`src/rtl/anomaly_pkg.sv`:
```
// Shared definitions for the anomaly alert transmit path: serialiser states,
// default sync byte and message length.
package anomaly_pkg;

  typedef enum logic [1:0] {
    IDLE  = 2'd0,
    START = 2'd1,
    DATA  = 2'd2,
    STOP  = 2'd3
  } state_t;

  localparam logic [7:0] SYNC_BYTE_DEF = 8'hA5;
  localparam int         MSG_BYTES     = 3;

endpackage

```
`src/rtl/anomaly_alert_tx_if.sv`:
```
// Anomaly event strobe from the detector: one sample per valid cycle, no backpressure.
interface anomaly_alert_tx_if;
  logic       event_valid;
  logic [7:0] event_sample;

  modport master (output event_valid, output event_sample);
  modport slave  (input  event_valid, input  event_sample);
endinterface

```
`src/rtl/event_fifo.sv`:
```
// Synchronous FIFO with occupancy count; the caller guarantees no push when
// full and no pop when empty.
module event_fifo #(
  parameter int DATA_W = 8,
  parameter int DEPTH  = 4
) (
  input  logic                   clk,
  input  logic                   reset,
  input  logic                   push,
  input  logic                   pop,
  input  logic [DATA_W-1:0]      wdata,
  output logic [DATA_W-1:0]      rdata,
  output logic                   full,
  output logic                   empty,
  output logic [$clog2(DEPTH):0] level
);

  localparam int AW = $clog2(DEPTH);
  localparam int LW = AW + 1;

  logic [DATA_W-1:0] mem [DEPTH];
  logic [AW-1:0]     wr_ptr;
  logic [AW-1:0]     rd_ptr;

  // Storage is data only and carries no reset; pointers wrap since DEPTH is a power of 2.
  always_ff @(posedge clk) begin
    if (push) mem[wr_ptr] <= wdata;
  end

  always_ff @(posedge clk or negedge reset) begin
    if (!reset) begin
      wr_ptr <= '0;
      rd_ptr <= '0;
      level  <= '0;
    end else begin
      if (push) wr_ptr <= wr_ptr + 1'b1;
      if (pop)  rd_ptr <= rd_ptr + 1'b1;
      level <= level + LW'(push) - LW'(pop);
    end
  end

  assign rdata = mem[rd_ptr];
  assign full  = (level == LW'(DEPTH));
  assign empty = (level == '0);

endmodule

```
`src/rtl/anomaly_alert_tx.sv`:
```
// Queues anomaly events and sends each as a 3-byte UART 8N1 message:
// sync byte, flagged sample, message sequence number.
module anomaly_alert_tx
  import anomaly_pkg::*;
#(
  parameter int         CLKS_PER_BIT = 16,
  parameter int         FIFO_DEPTH   = 4,
  parameter logic [7:0] SYNC_BYTE    = SYNC_BYTE_DEF
) (
  input  logic                        clk,
  input  logic                        reset,
  anomaly_alert_tx_if.slave           evt,
  output logic                        tx,
  output logic                        busy,
  output logic [$clog2(FIFO_DEPTH):0] fifo_level,
  output logic [7:0]                  drop_count
);

  localparam int             TW        = $clog2(CLKS_PER_BIT);
  localparam int             LW        = $clog2(FIFO_DEPTH) + 1;
  localparam logic [TW-1:0]  RELOAD    = TW'(CLKS_PER_BIT - 1);
  localparam logic [1:0]     LAST_BYTE = 2'(MSG_BYTES - 1);

  state_t        state, state_n;
  logic [TW-1:0] timer, timer_n;
  logic [2:0]    bit_idx, bit_idx_n;
  logic [1:0]    byte_idx, byte_idx_n;
  logic [7:0]    seq, seq_n;
  logic [7:0]    sample_q, sample_n;
  logic [7:0]    cur_byte;
  logic [7:0]    head;
  logic [LW-1:0] level_n;
  logic          push, pop, full, empty;
  logic          bit_end, tx_n, busy_n;

  // Fullness is judged before any same-cycle pop, so a push into a full FIFO is lost.
  assign push = evt.event_valid & ~full;

  event_fifo #(
    .DATA_W (8),
    .DEPTH  (FIFO_DEPTH)
  ) u_fifo (
    .clk   (clk),
    .reset (reset),
    .push  (push),
    .pop   (pop),
    .wdata (evt.event_sample),
    .rdata (head),
    .full  (full),
    .empty (empty),
    .level (fifo_level)
  );

  always_comb begin
    case (byte_idx)
      2'd0:    cur_byte = SYNC_BYTE;
      2'd1:    cur_byte = sample_q;
      default: cur_byte = seq;
    endcase
  end

  assign bit_end = (timer == '0);

  always_comb begin
    state_n    = state;
    timer_n    = bit_end ? RELOAD : timer - 1'b1;
    bit_idx_n  = bit_idx;
    byte_idx_n = byte_idx;
    seq_n      = seq;
    sample_n   = sample_q;
    pop        = 1'b0;
    tx_n       = 1'b1;
    case (state)
      IDLE: begin
        timer_n = RELOAD;
        if (!empty) begin
          pop        = 1'b1;
          sample_n   = head;
          byte_idx_n = 2'd0;
          state_n    = START;
        end
      end
      START: begin
        tx_n = 1'b0;
        if (bit_end) begin
          bit_idx_n = 3'd0;
          state_n   = DATA;
        end
      end
      DATA: begin
        tx_n = cur_byte[bit_idx];
        if (bit_end) begin
          if (bit_idx == 3'd7) state_n = STOP;
          else                 bit_idx_n = bit_idx + 3'd1;
        end
      end
      STOP: begin
        if (bit_end) begin
          if (byte_idx != LAST_BYTE) begin
            byte_idx_n = byte_idx + 2'd1;
            state_n    = START;
          end else begin
            // Chain straight into the next queued message with no idle gap.
            seq_n = seq + 8'd1;
            if (!empty) begin
              pop        = 1'b1;
              sample_n   = head;
              byte_idx_n = 2'd0;
              state_n    = START;
            end else begin
              state_n = IDLE;
            end
          end
        end
      end
      default: state_n = IDLE;
    endcase
  end

  assign level_n = fifo_level + LW'(push) - LW'(pop);
  assign busy_n  = (state_n != IDLE) | (level_n != '0);

  always_ff @(posedge clk or negedge reset) begin
    if (!reset) begin
      state      <= IDLE;
      timer      <= RELOAD;
      bit_idx    <= 3'd0;
      byte_idx   <= 2'd0;
      seq        <= 8'd0;
      tx         <= 1'b1;
      busy       <= 1'b0;
      drop_count <= 8'd0;
    end else begin
      state    <= state_n;
      timer    <= timer_n;
      bit_idx  <= bit_idx_n;
      byte_idx <= byte_idx_n;
      seq      <= seq_n;
      tx       <= tx_n;
      busy     <= busy_n;
      if (evt.event_valid && full && (drop_count != 8'hFF))
        drop_count <= drop_count + 8'd1;
    end
  end

  always_ff @(posedge clk) begin
    sample_q <= sample_n;
  end

endmodule

```
`src/flat_wrapper.sv`:
```
// flat-port wrapper written by rule: the top's interface ports become plain ports
module anomaly_alert_tx_flat import anomaly_pkg::*;
#(
  parameter int         CLKS_PER_BIT = 16,
  parameter int         FIFO_DEPTH   = 4,
  parameter logic [7:0] SYNC_BYTE    = SYNC_BYTE_DEF
)
  (clk, reset, tx, busy, fifo_level, drop_count, evt_event_valid, evt_event_sample);
  anomaly_alert_tx_if evt_i ();
  input  logic clk;
  input  logic reset;
  output logic tx;
  output logic busy;
  output logic [$clog2(FIFO_DEPTH):0] fifo_level;
  output logic [7:0] drop_count;
  input wire logic [$bits(evt_i.event_valid)-1:0] evt_event_valid;
  input wire logic [$bits(evt_i.event_sample)-1:0] evt_event_sample;
  assign evt_i.event_valid = evt_event_valid;
  assign evt_i.event_sample = evt_event_sample;
  anomaly_alert_tx #(.CLKS_PER_BIT(CLKS_PER_BIT), .FIFO_DEPTH(FIFO_DEPTH), .SYNC_BYTE(SYNC_BYTE)) u_core (.clk(clk), .reset(reset), .evt(evt_i), .tx(tx), .busy(busy), .fifo_level(fifo_level), .drop_count(drop_count));
endmodule
```
`config.mk`:
```
export PLATFORM = sky130hd
export DESIGN_NAME = anomaly_alert_tx_flat
export DESIGN_NICKNAME = d
export VERILOG_FILES = /design/src/rtl/anomaly_pkg.sv /design/src/rtl/anomaly_alert_tx_if.sv /design/src/rtl/event_fifo.sv /design/src/rtl/anomaly_alert_tx.sv /design/src/flat_wrapper.sv
export SDC_FILE = /design/constraint.sdc
export NUM_CORES = 1
export LEC_CHECK = 0
export ABC_AREA = 1
export CORE_UTILIZATION = 40
export CTS_CLUSTER_DIAMETER = 60
export DETAILED_ROUTE_END_ITERATION = 7
export SLEW_MARGIN = 20
export SYNTH_ARGS = -nofsm -noshare
export SYNTH_HDL_FRONTEND = slang
export SYNTH_SLANG_ARGS = --single-unit
export TNS_END_PERCENT = 10
```
`constraint.sdc`:
```
create_clock -name clk -period 6.8 [get_ports clk]
set_input_delay 1.36 -clock clk [delete_from_list [all_inputs] [get_ports clk]]
set_output_delay 1.36 -clock clk [all_outputs]
set_load 0.02 [all_outputs]
```
Yosys cells after proc, flatten, opt, wreduce, memory -nomap -nowiden
Memory sizes are Yosys's and may differ from the RTL's. Cells that the tools add are included.

Logic and storage cells: 86. Bits of input ports: 11. Memories kept: 1. RAM bits: 32. Register bits: 44.

Order comparisons: 1. $add $sub $neg: 9. Mux-type cells: 32. Reduce and logical (&&, ||, !) cells: 14. Bitwise logic cells: 4. Eq/ne operators: 13.

Memories: u_core.u_fifo.mem (words 4, width 8, rd ports 1, clocked after Yosys merged registers in 0, wr ports 1, RTL line event_fifo.sv:21) `logic [DATA_W-1:0] mem [DEPTH];`.

Operators by type and width (count): 8-bit case mux with 2 select lines (2); 8-bit 2-to-1 mux (3); 2-bit 2-to-1 mux (9); 8-bit by 1-bit adder with 8-bit output, second input constant (2); 3-bit 2-to-1 mux (3); 4-bit 2-to-1 mux (2); 8-bit != test, second input constant (1); 2-bit case mux with 4 select lines (1); 1-bit 2-to-1 mux (7); 2-bit by 1-bit adder with 2-bit output, second input constant (3); 3-bit equality test, second input constant (2); 2-bit by 1-bit != test with 1-bit output, second input constant (3); 2-bit != test, second input constant (3); 3-bit case mux with 2 select lines (1); 3-bit AND reduction (2); 2-bit nonzero test (3); 2-bit by 1-bit equality test with 1-bit output, second input constant (2); 2-bit equality test, second input constant (2); 2-bit zero test (2); 4-bit zero test (1); 3-bit by 4-bit less-than comparator with 1-bit output, second input constant (1); 1-bit case mux with 2 select lines (2); 2-bit case mux with 2 select lines (1); 4-bit AND reduction (1); 12 further kinds (14).

Logic depth before layout (Yosys ltp)
Word-level depth: 8. Mapped depth: 15.

Cells and area by module
From an unflattened synthesis, not the netlist that was laid out.

Cells, all modules: 404. Area, all modules: 3847.4 µm².

By module, submodules not included: anomaly_alert_tx (cells an instance 233, times used 1, area each 2048.2 µm²); event_fifo (cells an instance 171, times used 1, area each 1799.2 µm²).

Worst setup path after synthesis
Ideal clock, no wire load.

Path kind: in2reg. Start point: input evt_event_valid. End point: register u_core.busy. Data arrival time: 2.749 ns. Stages on the path: 8. Path buffers: 0. Setup slack: 3.922 ns. Required time: 6.671 ns. Cells stage by stage: nand2_1 -> ha_1 -> inv_1 -> ha_1 -> fa_1 -> xor2_1 -> nor3_1 -> nand3_1.

Word-level cells in the longest chain between the ends: 5.

Ends and longest elaborated chain: start: declaration (RTL line flat_wrapper.sv:16) `input wire logic [$bits(evt_i.event_valid)-1:0] evt_event_valid;`; 1-bit bitwise AND (RTL line anomaly_alert_tx.sv:37) `assign push = evt.event_valid & ~full;`; 3-bit by 1-bit adder with 3-bit output (RTL line anomaly_alert_tx.sv:120) `assign level_n = fifo_level + LW'(push) - LW'(pop);`; 3-bit by 1-bit subtractor with 3-bit output (RTL line anomaly_alert_tx.sv:120); net u_core.level_n[2] (RTL line anomaly_alert_tx.sv:32) `logic [LW-1:0] level_n;`; 3-bit nonzero test (RTL line anomaly_alert_tx.sv:121) `assign busy_n = (state_n != IDLE) | (level_n != '0);`; 1-bit OR (RTL line anomaly_alert_tx.sv:121); net u_core.busy_n (RTL line anomaly_alert_tx.sv:34) `logic bit_end, tx_n, busy_n;`; end signal: assignment (RTL line anomaly_alert_tx.sv:140) `busy <= busy_n;`; end: declaration (RTL line anomaly_alert_tx.sv:14) `output logic busy,`.

The timed path passes the listed nets, and every way through them passes these cells. A chain may end at the register's enable or synchronous reset.

Worst setup path in the final report
Ends and elaborated chain as after synthesis.

==> metrics.txt <==
# TYPE chip_impl_metric gauge
chip_impl_metric{name="power.ir.vdd_worst",unit="mV"} 0.147
chip_impl_metric{name="finalCritPeriodShare",unit=""} 0.466
chip_impl_metric{name="slew_headroom",unit=""} 0.468
chip_impl_info{name="unrepaired_setup_endpoints_after_global_routing",value="no"} 1
chip_impl_metric{name="overflow",unit=""} 0
chip_impl_info{name="tritoncts",value="done"} 1
chip_impl_info{name="cp-start-kind",value="input pin"} 1
chip_impl_info{name="holdCritPathClass",value="flip-flop to flip-flop"} 1
chip_impl_metric{name="cts.htree.levels",unit=""} 3
chip_impl_metric{name="layout.cells.non_filler",unit=""} 487
chip_impl_metric{name="final.setup_skew",unit="ns"} 0.0110
chip_impl_metric{name="synth_area",unit="sq um"} 3560
chip_impl_metric{name="detailroute.via_count",unit=""} 2370
chip_impl_metric{name="worst_hold_slack",unit="ns"} 0.487
chip_impl_info{name="status",value="completed"} 1
chip_impl_metric{name="drv_slew",unit=""} 0
chip_impl_metric{name="critical_path_arrival",unit="ns"} 3.39
chip_impl_metric{name="grt_util_all_layers",unit=""} 0.143
chip_impl_metric{name="postRouteWirelength",unit="mm"} 6.10
chip_impl_metric{name="power_leakage",unit="nW"} 1.76
chip_impl_metric{name="clkLatencyLatePin",unit="ns"} 0.34
chip_impl_metric{name="syn_inst",unit=""} 345
chip_impl_metric{name="power.density",unit="nW/um^2"} 279
chip_impl_metric{name="gpl.final_weighted_congestion",unit=""} 0.766
chip_impl_metric{name="post_cts.repair.setup_buffers",unit=""} 0
chip_impl_metric{name="number_of_placed_instances_taps_included",unit=""} 472
chip_impl_metric{name="number_of_different_library_cells_in_the_post_synthesis_netlist",unit=""} 33
chip_impl_metric{name="grt_max_degree",unit=""} 37
chip_impl_info{name="most_used_cell_cp",value="ha_1"} 1
chip_impl_metric{name="grt_pass1_vias",unit=""} 2162
chip_impl_metric{name="setup_violations",unit=""} 0
chip_impl_metric{name="syn-mean-instance-area",unit="sq um"} 10.3
chip_impl_metric{name="seq_area_frac_synth",unit=""} 0.592
chip_impl_metric{name="maximum_clock_rate",unit="MHz"} 316
chip_impl_metric{name="worst_path_max_stage_delay",unit="ns"} 0.48
chip_impl_metric{name="placed_cell_area",unit="sq um"} 3900
chip_impl_metric{name="cts.clk_slew.worst_paths",unit="ns"} 0.08
chip_impl_metric{name="final_total_power",unit="mW"} 1.14
chip_impl_info{name="timing.setup.critical_path_class",value="input pin to flip-flop"} 1
chip_impl_metric{name="ctsLongestPathBuffers",unit=""} 2
chip_impl_metric{name="drc",unit=""} 0
chip_impl_metric{name="synth-warning-count",unit=""} 0
chip_impl_metric{name="worstPathRequired",unit="ns"} 7.03
chip_impl_metric{name="num-fill-cells",unit=""} 824
chip_impl_metric{name="postRouteAntennaNets",unit=""} 0
chip_impl_metric{name="antenna_found_initial",unit=""} 0
chip_impl_metric{name="tritoncts.num_buffers",unit=""} 9
chip_impl_metric{name="initial_utilization",unit=""} 0.411
chip_impl_metric{name="synth.net_count",unit=""} 373
chip_impl_metric{name="final.setup.tns",unit="ns"} 0
chip_impl_metric{name="antenna_diode_count",unit=""} 0
chip_impl_metric{name="finalHoldViolations",unit=""} 0
chip_impl_metric{name="placeableCoreArea",unit="sq um"} 8680
chip_impl_metric{name="avgRoutedWirePerCell",unit="um"} 12.5
chip_impl_metric{name="std_cell_rows",unit=""} 34
chip_impl_metric{name="max-cap-violations",unit=""} 0
chip_impl_info{name="ctsRootBufferMaster",value="clkbuf_8"} 1
chip_impl_metric{name="nNetsFinal",unit=""} 403
chip_impl_metric{name="synth_seq_cells",unit=""} 76
chip_impl_info{name="final_common_cell",value="nand2_1"} 1
chip_impl_metric{name="fp.dieW",unit="um"} 96.4
chip_impl_metric{name="io_pins",unit=""} 24
chip_impl_metric{name="postCtsHoldBufs",unit=""} 0
chip_impl_metric{name="cts.sink_count",unit=""} 76
chip_impl_metric{name="max_slew.worst_pin.slew",unit="ns"} 0.799
chip_impl_metric{name="die-area",unit="sq um"} 9290
chip_impl_info{name="cp_slowest_cell",value="clkdlybuf4s50_1"} 1
chip_impl_metric{name="critical_path_peak_fanout",unit=""} 8
chip_impl_metric{name="post_cts_repair_resize_count",unit=""} 0
chip_impl_metric{name="fp.dieH",unit="um"} 96.4
chip_impl_metric{name="post_drt_via_cell_ratio",unit=""} 4.87
chip_impl_info{name="cp-end-kind",value="flip-flop"} 1
chip_impl_metric{name="io_buffers",unit=""} 23
chip_impl_metric{name="area_growth",unit="%"} 14.8
chip_impl_metric{name="drt_first_pass_iters",unit=""} 4
chip_impl_metric{name="finalInstanceArea",unit="sq um"} 4090
chip_impl_metric{name="wire_length_of_the_first_global_routing_pass",unit="mm"} 9.90
chip_impl_info{name="final_cell_mix",value="nand2_1 (63), edfxtp_1 (40), inv_1 (39), nor2_1 (33), dfrtp_1 (31)"} 1
chip_impl_metric{name="drt-initial-drc-count",unit=""} 55
chip_impl_metric{name="final_hpwl_dp",unit="mm"} 4.37
chip_impl_metric{name="ratio_of_cells_with_drive_above_1_in_the_final_layout",unit=""} 0.111
chip_impl_info{name="worstPathCellList",value="clkdlybuf4s50_1, nand2_1, ha_1, inv_1, ha_1, fa_1, xor2_1, nor3_1, nand3_1"} 1
chip_impl_metric{name="finalWorstPathRequiredPeriod",unit="ns"} 3.17
==> registers in the layout, indices dropped and copies added, names as in the netlist <==
signal and cells:
u_core.u_fifo.level 3, u_core.byte_idx 2, u_core.drop_count 8, u_core.state 2, u_core.busy 1, u_core.u_fifo.mem 32, u_core.tx 1, u_core.bit_idx 3
u_core.seq 8, u_core.sample_q 8, u_core.u_fifo.rd_ptr 2, u_core.u_fifo.wr_ptr 2, u_core.timer 4
==> per-stage QoR <==
| stage | util | setup WS (ns) |
|---|---|---|
| 6_report | 0.471 | 3.63 |
| 2_1_floorplan | - | 3.92 |
| 3_3_place_gp | 0.450 | 3.32 |
| 5_1_grt | 0.471 | 3.48 |
| 3_5_place_dp | 0.450 | 3.25 |
| 4_1_cts | 0.471 | 3.62 |
==> routing by layer <==
metal | track usage | vias to the layer above | share of wire
met3 | 0.0532 | 5 | 0.037
met4 | 0.0429 | 0 | 0.0097
met2 | 0.232 | 31 | 0.49
met1 | 0.177 | 1131 | 0.46
met5 | 0 | - | 0
li1 | - | 1203 | -
==> cell families after synthesis <==
family / count (synthesis) / synth area share
and+or+nand+nor: 146 / 0.186
DFF: 76 / 0.592
buffers and inverters: 50 / 0.0558
AOI/OAI and AO/OA: 38 / 0.0604
xor gates and xnor gates: 18 / 0.0442
adders and majority gates: 17 / 0.0618
==> final timing paths <==
| kind | from | end | slack [ns] | cells past startpoint |
|---|---|---|---|---|
| max in group asynchronous | reset | u_core.drop_count[0] | 5.19 | 1 |
| worst max register to register | u_core.timer[0] | u_core.busy | 4.02 | 15 |
| worst min-delay path | u_core.timer[0] | u_core.timer[0] | 0.49 | 1 |
| worst min register to register | u_core.timer[0] | u_core.timer[0] | 0.49 | 1 |
| worst max-delay path | evt_event_valid | u_core.busy | 3.63 | 9 |
| min in group asynchronous | reset | u_core.seq[4] | 1.09 | 1 |
==> critical path, delay by kind of cell <==
kind / cells / cell delay, ns
buf+inv: 2 / 0.52
fa+ha+maj: 3 / 0.90
simple gates: 3 / 0.43
xor+xnor: 1 / 0.18
==> cells in the mapped netlist <==
master	number	area share
nand2_1	63	0.066
o21ai_1	1	0.0014
or2_2	1	0.0018
nand2_4	1	0.0032
inv_1	39	0.041
edfxtp_1	40	0.34
buf_4	1	0.0021
buf_2	3	0.0042
o22ai_1	9	0.016
inv_2	5	0.0053
xnor2_1	10	0.025
xor2_1	8	0.020
nand3b_1	1	0.0021
o21ai_4	1	0.0046
nand4_2	1	0.0035
dfrtp_1	31	0.22
nand3_1	28	0.039
inv_4	1	0.0018
a21oi_1	5	0.0070
nor3_1	2	0.0028
clkinv_2	1	0.0014
dfstp_2	5	0.037
nand3_2	1	0.0028
nor2_1	33	0.035
ha_1	16	0.056
nor2_2	3	0.0053
a22oi_1	1	0.0021
and3_2	1	0.0021
nand4_1	6	0.011
nor2_4	2	0.0063
nand2_2	3	0.0053
fa_1	1	0.0056
o21ai_0	21	0.029
==> layout make-up <==
type	count	area [sq um]	area share
Inverter	46	176	0.0431
Sequential cell	76	2110	0.515
Clock buffer	9	124	0.0303
Tap cell	108	135	0.0330
Clock inverter	6	66.3	0.0162
Multi-Input combinational cell	219	1260	0.307
Timing Repair Buffer	23	225	0.0550
==> power breakdown <==
group	switching, mW	total (mW)	internal, mW	leakage [nW]
registers	0.0387	0.594	0.555	0.814
logic	0.130	0.218	0.0889	0.855
clock network	0.163	0.330	0.167	0.0873
total	0.332	1.14	0.811	1.76
(Power assumes the default switching activity.)
